## src/rtl/reg_scoreboard_pkg.sv

```systemverilog
// Shared core constants and types for the register scoreboard.
package reg_scoreboard_pkg;

    // Architectural register count (x0..x31) and pending-write counter width.
    localparam int NREG   = 32;
    localparam int CNT_W  = 2;
    // Register index width and data path width.
    localparam int IDX_W  = 5;
    localparam int DATA_W = 32;

    typedef logic [IDX_W-1:0]  reg_idx_t;
    typedef logic [DATA_W-1:0] data_t;

    // Contents of the issue output register.
    typedef struct packed {
        data_t    op1;
        data_t    op2;
        reg_idx_t rd;
        logic     rd_write;
    } out_pkt_t;

endpackage

```

## src/rtl/reg_scoreboard_counter_bank.sv

```systemverilog
// Per-register pending-write counters. x0 is hard-wired to zero. Increment and
// decrement hitting the same register in the same cycle cancel; a decrement of
// a zero counter is dropped so the count can never wrap below zero.
module sb_counter_bank
    import reg_scoreboard_pkg::IDX_W;
#(
    parameter int NREG  = reg_scoreboard_pkg::NREG,
    parameter int CNT_W = reg_scoreboard_pkg::CNT_W
) (
    input  logic             clk,
    input  logic             reset,
    input  logic             i_clear,
    input  logic             i_inc_en,
    input  logic [IDX_W-1:0] i_inc_idx,
    input  logic             i_dec_en,
    input  logic [IDX_W-1:0] i_dec_idx,
    input  logic [IDX_W-1:0] i_rd_idx_a,
    input  logic [IDX_W-1:0] i_rd_idx_b,
    input  logic [IDX_W-1:0] i_rd_idx_c,
    output logic [CNT_W-1:0] o_cnt_a,
    output logic [CNT_W-1:0] o_cnt_b,
    output logic [CNT_W-1:0] o_cnt_c
);

    logic [CNT_W-1:0] r_cnt [NREG];
    logic [NREG-1:0]  w_inc;
    logic [NREG-1:0]  w_dec;

    // Decode which register is incremented / decremented this cycle.
    always_comb begin
        w_inc = '0;
        w_dec = '0;
        for (int i = 1; i < NREG; i++) begin
            w_inc[i] = i_inc_en && (i_inc_idx == IDX_W'(i));
            w_dec[i] = i_dec_en && (i_dec_idx == IDX_W'(i)) && (r_cnt[i] != '0);
        end
    end

    // Counter update; clear (flush) wins over any increment or decrement.
    always_ff @(posedge clk or posedge reset) begin
        if (reset) begin
            for (int i = 0; i < NREG; i++) r_cnt[i] <= '0;
        end else if (i_clear) begin
            for (int i = 0; i < NREG; i++) r_cnt[i] <= '0;
        end else begin
            r_cnt[0] <= '0;
            for (int i = 1; i < NREG; i++) begin
                if (w_inc[i] && !w_dec[i]) begin
                    r_cnt[i] <= r_cnt[i] + 1'b1;
                end else if (w_dec[i] && !w_inc[i]) begin
                    r_cnt[i] <= r_cnt[i] - 1'b1;
                end
            end
        end
    end

    assign o_cnt_a = (i_rd_idx_a == '0) ? '0 : r_cnt[i_rd_idx_a];
    assign o_cnt_b = (i_rd_idx_b == '0) ? '0 : r_cnt[i_rd_idx_b];
    assign o_cnt_c = (i_rd_idx_c == '0) ? '0 : r_cnt[i_rd_idx_c];

endmodule

```

## src/rtl/reg_scoreboard.sv

```systemverilog
// Register scoreboard between decode and execute: tracks pending writes per
// register, stalls issue on RAW hazards, bypasses a same-cycle writeback into
// the operands, and holds the accepted instruction in one output register.
//
// Handshakes: a transfer happens on a rising edge where valid && ready are
// both high. The producer holds valid and its payload stable until that edge;
// ready may change freely and never depends combinationally on valid.
// Upstream is iss_valid/iss_ready, downstream is out_valid/out_ready.
module reg_scoreboard
    import reg_scoreboard_pkg::IDX_W, reg_scoreboard_pkg::DATA_W, reg_scoreboard_pkg::out_pkt_t;
#(
    parameter int NREG  = reg_scoreboard_pkg::NREG,
    parameter int CNT_W = reg_scoreboard_pkg::CNT_W
) (
    input  logic              clk,
    input  logic              reset,
    input  logic              iss_valid,
    output logic              iss_ready,
    input  logic [IDX_W-1:0]  iss_rs1,
    input  logic [IDX_W-1:0]  iss_rs2,
    input  logic              iss_use_rs1,
    input  logic              iss_use_rs2,
    input  logic [IDX_W-1:0]  iss_rd,
    input  logic              iss_rd_write,
    input  logic [DATA_W-1:0] rf_rs1,
    input  logic [DATA_W-1:0] rf_rs2,
    input  logic              wb_valid,
    input  logic [IDX_W-1:0]  wb_rd,
    input  logic [DATA_W-1:0] wb_data,
    input  logic              flush,
    output logic              out_valid,
    input  logic              out_ready,
    output logic [DATA_W-1:0] out_op1,
    output logic [DATA_W-1:0] out_op2,
    output logic [IDX_W-1:0]  out_rd,
    output logic              out_rd_write
);

    localparam logic [CNT_W-1:0] CNT_MAX = '1;
    localparam logic [CNT_W-1:0] CNT_ONE = CNT_W'(1);

    logic [CNT_W-1:0] w_cnt_rs1;
    logic [CNT_W-1:0] w_cnt_rs2;
    logic [CNT_W-1:0] w_cnt_rd;
    logic             w_byp_rs1;
    logic             w_byp_rs2;
    logic             w_free_rs1;
    logic             w_free_rs2;
    logic             w_rd_ok;
    logic             w_out_free;
    logic             w_accept;
    logic             w_inc_en;
    logic             w_dec_en;
    out_pkt_t         w_next;
    out_pkt_t         r_out;
    logic             r_out_valid;

    sb_counter_bank #(
        .NREG  (NREG),
        .CNT_W (CNT_W)
    ) u_bank (
        .clk        (clk),
        .reset      (reset),
        .i_clear    (flush),
        .i_inc_en   (w_inc_en),
        .i_inc_idx  (iss_rd),
        .i_dec_en   (w_dec_en),
        .i_dec_idx  (wb_rd),
        .i_rd_idx_a (iss_rs1),
        .i_rd_idx_b (iss_rs2),
        .i_rd_idx_c (iss_rd),
        .o_cnt_a    (w_cnt_rs1),
        .o_cnt_b    (w_cnt_rs2),
        .o_cnt_c    (w_cnt_rd)
    );

    // Hazard check, bypass detection and operand selection.
    always_comb begin
        // Bypass only when the writeback retires the last outstanding write.
        w_byp_rs1  = wb_valid && (wb_rd == iss_rs1) && (iss_rs1 != '0) && (w_cnt_rs1 == CNT_ONE);
        w_byp_rs2  = wb_valid && (wb_rd == iss_rs2) && (iss_rs2 != '0) && (w_cnt_rs2 == CNT_ONE);
        w_free_rs1 = !iss_use_rs1 || (iss_rs1 == '0) || (w_cnt_rs1 == '0) || w_byp_rs1;
        w_free_rs2 = !iss_use_rs2 || (iss_rs2 == '0) || (w_cnt_rs2 == '0) || w_byp_rs2;
        w_rd_ok    = !iss_rd_write || (w_cnt_rd != CNT_MAX);
        w_out_free = !r_out_valid || out_ready;
        iss_ready  = w_free_rs1 && w_free_rs2 && w_rd_ok && !flush && w_out_free;
        w_accept   = iss_valid && iss_ready;
        w_inc_en   = w_accept && iss_rd_write && (iss_rd != '0);
        w_dec_en   = wb_valid && (wb_rd != '0);

        w_next          = '0;
        w_next.op1      = (iss_rs1 == '0) ? '0 : (w_byp_rs1 ? wb_data : rf_rs1);
        w_next.op2      = (iss_rs2 == '0) ? '0 : (w_byp_rs2 ? wb_data : rf_rs2);
        w_next.rd       = iss_rd;
        w_next.rd_write = iss_rd_write;
    end

    // Output register: load on accept, drop valid on drain, cleared by flush.
    always_ff @(posedge clk or posedge reset) begin
        if (reset) begin
            r_out       <= '0;
            r_out_valid <= 1'b0;
        end else if (flush) begin
            r_out_valid <= 1'b0;
        end else if (w_accept) begin
            r_out       <= w_next;
            r_out_valid <= 1'b1;
        end else if (out_ready) begin
            r_out_valid <= 1'b0;
        end
    end

    assign out_valid    = r_out_valid;
    assign out_op1      = r_out.op1;
    assign out_op2      = r_out.op2;
    assign out_rd       = r_out.rd;
    assign out_rd_write = r_out.rd_write;

endmodule
```

## config.mk

```make
export PLATFORM = sky130hd
export DESIGN_NAME = reg_scoreboard
export DESIGN_NICKNAME = d
export VERILOG_FILES = /design/src/rtl/reg_scoreboard_pkg.sv /design/src/rtl/reg_scoreboard_counter_bank.sv /design/src/rtl/reg_scoreboard.sv
export SDC_FILE = /design/constraint.sdc
export NUM_CORES = 1
export LEC_CHECK = 0
export CAP_MARGIN = 20
export CORE_MARGIN = 4
export CORE_UTILIZATION = 25
export DETAILED_ROUTE_END_ITERATION = 10
export GPL_TIMING_DRIVEN = 0
export REMOVE_ABC_BUFFERS = 1
export SYNTH_ARGS = -nofsm -noshare
export SYNTH_HDL_FRONTEND = slang
export SYNTH_SLANG_ARGS = --single-unit
```

## constraint.sdc

```tcl
create_clock -name clk -period 12 [get_ports clk]
set_clock_uncertainty 0.2 [all_clocks]
set_input_delay 1.2 -clock clk [delete_from_list [all_inputs] [get_ports clk]]
set_output_delay 1.2 -clock clk [all_outputs]
set_load 0.01 [all_outputs]
```

=== Yosys cells after proc, flatten, opt, wreduce, memory -nomap -nowiden ===
Cells that the tools add are included.

* Word-level logic and storage cells: 571
* Register bits after elaboration: 133
* Output and inout bits: 72
* Input bits: 125

* Bitwise gates (word level): 4
* Multiplexer cells: 82
* $add $sub $neg: 62
* Reduce and logical (&&, ||, !) cells: 317
* Eq/ne operators: 67
* Order comparisons: 3

{| class="wikitable"
|+ Operator list
! cell !! count
|-
| logical AND 1 bit || 169
|-
| == test 5 bit (second input constant) || 32
|-
| two-way mux 2 bit || 71
|-
| two-way mux 32 bit || 4
|-
| nonzero test 3 bit || 32
|-
| == test 5 x 4 -> 1 bit (second input constant) || 16
|-
| logical NOT 1 bit || 67
|-
| adder 2 x 1 -> 2 bit (second input constant) || 31
|-
| two-way mux 62 bit || 1
|-
| nonzero test 2 bit || 31
|-
| subtractor 2 x 1 -> 2 bit (second input constant) || 31
|-
| == test 5 x 3 -> 1 bit (second input constant) || 8
|-
| binary-select mux 2 bit (select 5 bit) || 3
|-
| == test 5 x 2 -> 1 bit (second input constant) || 4
|-
| nonzero test 5 bit || 4
|-
| greater-or-equal comparator 6 bit (second input constant) || 3
|-
| NOT 5 -> 6 bit || 3
|-
| logical NOT 5 bit || 3
|-
| == test 5 x 1 -> 1 bit (second input constant) || 2
|-
| == test 5 bit || 2
|-
| logical OR 1 bit || 8
|-
| == test 2 x 1 -> 1 bit (second input constant) || 2
|-
| logical NOT 2 bit || 2
|-
| two-way mux 1 bit || 3
|-
| 3 further kinds || 3
|}

=== Logic depth before layout (Yosys ltp) ===
* Word-level depth: 21
* Mapped depth: 15
* Depth with buffers taken out: 8

=== Modules after synthesis ===
From an unflattened synthesis, not the netlist that was laid out.

* Cell total of the unflattened synthesis: 995
* Area, all modules: 10,110.9 um^2

{| class="wikitable"
|+ By module, submodules not included
! module !! area an instance (um^2) !! cells each !! sequential area each (um^2) !! times used
|-
| sb_counter_bank || 5,933.2 || 613 || 1,551.5 || 1
|-
| reg_scoreboard || 4,177.8 || 382 || 1,776.7 || 1
|}

=== Worst setup path before layout ===
No wires, ideal clock.

* Path kind: input -> output
* Start: in iss_rd[3]
* End: out iss_ready
* Path slack: 7,325 ps
* Stages on the path: 11
* Path buffers: 6
* Required time: 10,600 ps
* Data arrival time: 3,275 ps
* Cell sequence: buf_2 buf_1 buf_2 mux2i_1 nor4_1 a21oi_2 o211ai_2 buf_6 clkbuf_1 buf_2 nor3_1

* Longest elaborated chain between the ends: 10
* Elaborated cells between the ends (all ways): 11
* Those cells by class: 1 x eq/ne; 4 x mux; 1 x bitwise; 5 x reduce/logical

{| class="wikitable"
|+ Ends and longest elaborated chain
! item !! RTL line !! RTL
|-
| start, declared || reg_scoreboard.sv:23 || <nowiki>input logic [IDX_W-1:0] iss_rd,</nowiki>
|-
| NOT 5 -> 6 bit (not written as such) || reg_scoreboard_counter_bank.sv:59 || <nowiki>assign o_cnt_c = (i_rd_idx_c == '0) ? '0 : r_cnt[i_rd_idx_c];</nowiki>
|-
| binary-select mux 2 bit (select 5 bit) || reg_scoreboard_counter_bank.sv:59 ||
|-
| two-way mux 2 bit (not written as such) (2 in a row) || reg_scoreboard_counter_bank.sv:59 ||
|-
| two-way mux 2 bit (*) || reg_scoreboard_counter_bank.sv:59 ||
|-
| inequality test 2 bit (*) || reg_scoreboard.sv:84 || <nowiki>w_rd_ok = !iss_rd_write || (w_cnt_rd != CNT_MAX);</nowiki>
|-
| logical OR 1 bit (*) || reg_scoreboard.sv:84 ||
|-
| logical AND 1 bit (*) (3 in a row) || reg_scoreboard.sv:86 || <nowiki>iss_ready = w_free_rs1 && w_free_rs2 && w_rd_ok && !flush && w_out_free;</nowiki>
|-
| end, declared || reg_scoreboard.sv:18 || <nowiki>output logic iss_ready,</nowiki>
|}

Mark *: on every way between the ends. The rest lies on a longest branch, timed or not. The select of a mux whose other input is x is not followed.

=== Final worst setup path ===
* Start: in iss_rs2[2]
* End: out iss_ready

* Longest elaborated chain between the ends: 12
* Elaborated cells between the ends (all ways): 20
* Those cells by class: 2 x eq/ne; 4 x mux; 1 x bitwise; 13 x reduce/logical

{| class="wikitable"
|+ Ends and longest elaborated chain
! item !! RTL line !! RTL
|-
| start, declared || reg_scoreboard.sv:20 || <nowiki>input logic [IDX_W-1:0] iss_rs2,</nowiki>
|-
| NOT 5 -> 6 bit (not written as such) || reg_scoreboard_counter_bank.sv:58 || <nowiki>assign o_cnt_b = (i_rd_idx_b == '0) ? '0 : r_cnt[i_rd_idx_b];</nowiki>
|-
| binary-select mux 2 bit (select 5 bit) || reg_scoreboard_counter_bank.sv:58 ||
|-
| two-way mux 2 bit (not written as such) (2 in a row) || reg_scoreboard_counter_bank.sv:58 ||
|-
| two-way mux 2 bit || reg_scoreboard_counter_bank.sv:58 ||
|-
| == test 2 x 1 -> 1 bit or logical NOT 2 bit (tied branches) || reg_scoreboard.sv:81, reg_scoreboard.sv:83 ||
|-
| logical AND 1 bit or logical OR 1 bit (tied branches) || reg_scoreboard.sv:81, reg_scoreboard.sv:83 ||
|-
| logical OR 1 bit (*) || reg_scoreboard.sv:83 || <nowiki>w_free_rs2 = !iss_use_rs2 || (iss_rs2 == '0) || (w_cnt_rs2 == '0) || w_byp_rs2;</nowiki>
|-
| logical AND 1 bit (*) (4 in a row) || reg_scoreboard.sv:86 ||
|}

Marked as above.

==> run_results.csv <==
group,metric,value,unit
timing,tightest_slew,1.150,ns
grt,grt-ovfl-total,0,
timing,fin_crit,6.530,ns
yosys,synth_simple_gate_area_share,21.16,%
timing,setup_violations,0,
floorplanning,die_h,202.2,µm
route,antenna_left,0,
cts,cts-root-buf,"clkbuf_16",
yosys,yosys_register_bits,133,
flow_run,max_cap_viol_count,0,
layout,area_delta_synth_final,33.14,%
layout,n_antenna_cell,0,
yosys,yosysTopAreaCell,"dfrtp_1",
layout,multi_input_area,5643,µm²
yosys,synthAdderAreaFrac,0,%
place,gp_congestion,0.9549,
layout,mostFrequentLayoutCells,"clkdlybuf4s50_1, dfrtp_1, nand2_1",
cts,cts_tree,"done",
timing,hold_ws,0.2729,ns
floorplanning,core_area,36870,µm²
worst_setup_path,cp.required,10.60,ns
place,place_area,11830,µm²
worst_setup_path,worstSetupEndpointType,"primary output",
worst_setup_path,crit_top_cell,"clkdlybuf4s50_1",
yosys,synth.avg_cell_area,9.094,µm²
cts,cts.clk_slew.worst_paths,0.06,ns
yosys,ys.warnings.count,0,
route,vias,8861,
cts,cts_max_level,4,
yosys,synth_ff_type,"dfrtp_1",
layout,final_core_util,34.05,%
cts,cts_num_sinks,133,
floorplanning,num_rows,70,
layout,ff_latch_area,3328,µm²
floorplanning,die_area,40890,µm²
worst_setup_path,path_max_fanout,21,
place,dp_hpwl,25080,µm
yosys,synthesis.instances,1037,
route,wl,33420,µm
worst_setup_path,crit_family,"simple AND/OR/NAND/NOR gates",
layout,finalNetCount,1305,
yosys,synth.distinct_cells,59,
grt,gr-usage-all-layers,15.90,%
cts,cts_made_buffers,17,
route,wl_per_cell,19.69,µm
place,numPortBuffers,196,
yosys,synthMuxAreaShare,19.08,%
yosys,synth-edff-count,0,
cts,cts_resized,0,
route,drt_iter0_drc,689,
hold_path,hp-class,"register to register",
floorplanning,die_w,202.2,µm
timing,rsz0062_at_grt,"false",
layout,fillers,3752,
power_and_ir_drop,power.leakage,5.166,nW
yosys,postSynth.asyncResetShare,100.0,%
floorplanning,io-pin-count,197,
yosys,synthTopCellsByArea,"dfrtp_1, mux2i_1, o31ai_1",
cts,max-clock-path-buffers,2,
cts,clk_latency,0.43,ns
cts,hold_buffers,0,
yosys,synth_compound_area_share,16.32,%
worst_setup_path,critPathLaunchType,"input port",
grt,grt_pass1_wl,52100,µm
grt,grt_antenna_before_repair,0,
worst_setup_path,slowest_stage,"nor4_4",
layout,final_common_cell,"clkdlybuf4s50_1",
layout,drive_above_1_share,9.053,%
worst_setup_path,crit_path_max_incr_delay,0.73,ns
yosys,synth_top_family_by_area,"simple AND/OR/NAND/NOR gates",
timing,final-hold-violation-count,0,
grt,first_global_vias,8724,
yosys,netlist.area_leader.share,35.29,%
power_and_ir_drop,power_density,129.7,nW/µm²
timing,slew_headroom,23.19,%
yosys,syn_area,9430,µm²
worst_setup_path,crit_type,"input port to primary output",
worst_setup_path,arrival,5.13,ns
grt,grt_max_degree,87,
route,drt-pass1-iter-count,7,
status,status,"finished, final reports clean",
worst_setup_path,cp_cell_sequence,"clkdlybuf4s50_1 -> or2_1 -> nor4_4 -> nor4_1 -> or2_2 -> o21ai_2 -> buf_8 -> nor3_1 -> clkdlybuf4s50_1",
floorplanning,start_util,25.58,%
timing,period_share,54.42,%
yosys,ys_seq_area_share,35.29,%
worst_setup_path,cp.buffers_inverters,3,
layout,fin_area,12560,µm²
timing,fmax,0.1531,GHz
cts,cts_setup_buffers,0,
route,vias_per_cell,5.222,
timing,finalMaxSlewViolations,0,
power_and_ir_drop,vdd_drop_max,0.08133,mV
yosys,synth_xor_area_share,2.972,%
route,drc,0,
cell usage after synthesis (6+ instances only):
cell type and instances:
mux2i_1 116, or3_1 11, xor2_1 26, nand3_1 31, nand2b_1 10, and2_1 27
nand2_1 120, nor2b_1 28, dfrtp_1 133, nor2_1 78, a22oi_1 14, nor3b_1 20
o41ai_1 6, o31ai_1 61, nor3_1 17, a21oi_1 45, mux2_2 14, mux4_2 18
clkbuf_1 42, nor4_1 23, o31ai_2 10, xnor2_1 6, or4_1 6, o21ai_0 72
buf_2 21, buf_6 16, nand4_1 6
layout make-up:
| type | instances | area share [%] |
|---|---|---|
| clock inverter | 12 | 1.983 |
| multi-input combinational | 814 | 44.94 |
| sequential | 133 | 26.51 |
| inverter | 5 | 0.1893 |
| clock buffer | 20 | 3.558 |
| timing repair buffer | 209 | 17.80 |
| tap | 504 | 5.022 |
worst paths after layout:
check | start | endpoint | slack [ns] | depth (start not counted)
min in group asynchronous | reset | out_op1[12] | 0.99 | 2
setup / recovery | iss_rs2[2] | iss_ready | 5.47 | 9
setup reg to reg | u_bank.r_cnt[8] | out_op1[12] | 7.96 | 9
hold / removal | out_op1[7] | out_op1[7] | 0.27 | 2
max in group asynchronous | reset | u_bank.r_cnt[53] | 9.78 | 3
hold reg to reg | out_op1[7] | out_op1[7] | 0.27 | 2
routing by layer:
layer | global-route usage (%) | wire length (µm) | vias to the layer above
li1 | - | - | 4087
met1 | 21.00 | 14500 | 4345
met3 | 3.674 | 2804 | 41
met5 | 0 | 0 | -
met4 | 4.098 | 620 | 0
met2 | 26.35 | 15500 | 388
worst reg2reg max path: stages (launching register included):
cell,delay [ns]
dfrtp_1,0.53
mux2i_1,0.13
a22oi_1,0.23
a21oi_1,0.11
or4_1,0.61
o21ai_2,0.74
or4_4,0.83
buf_16,0.35
nand2_1,0.15
o31ai_2,0.07
where the power goes:
part	leakage (nW)	switching [W]	internal, W
Sequential	1.75	0.0000369	0.000519
Combinational	3.08	0.000206	0.000227
Clock	0.335	0.000221	0.000418
Total	5.17	0.000464	0.00116
registers in the layout (all words and copies together) (netlist names):
signal / count
out_rd: 5
out_op2: 32
out_rd_write: 1
out_valid: 1
out_op1: 32
u_bank.r_cnt: 62
cell families after synthesis:
family,count (synthesis)
buffers and inverters,90
AOI/OAI and AO/OA,234
xor gates and xnor gates,32
and+or+nand+nor,395
DFF,133
muxes,153
per-stage QoR:
| stage | TNS [ns] | setup slack (ns) | total power [W] | instances |
|---|---|---|---|---|
| after floorplan | 0 | 4.588 | 0.0007293 | 952 |
| after global placement | -0.004079 | -0.004079 | 0.0009896 | 1652 |
| after detailed placement | 0 | 5.544 | 0.001001 | 1664 |
| after CTS | 0 | 5.494 | 0.001645 | 1696 |
| after global routing | 0 | 5.280 | 0.001707 | 1697 |
| final | 0 | 5.470 | 0.001629 | 1697 |
Power figures use the tool's default switching activity.
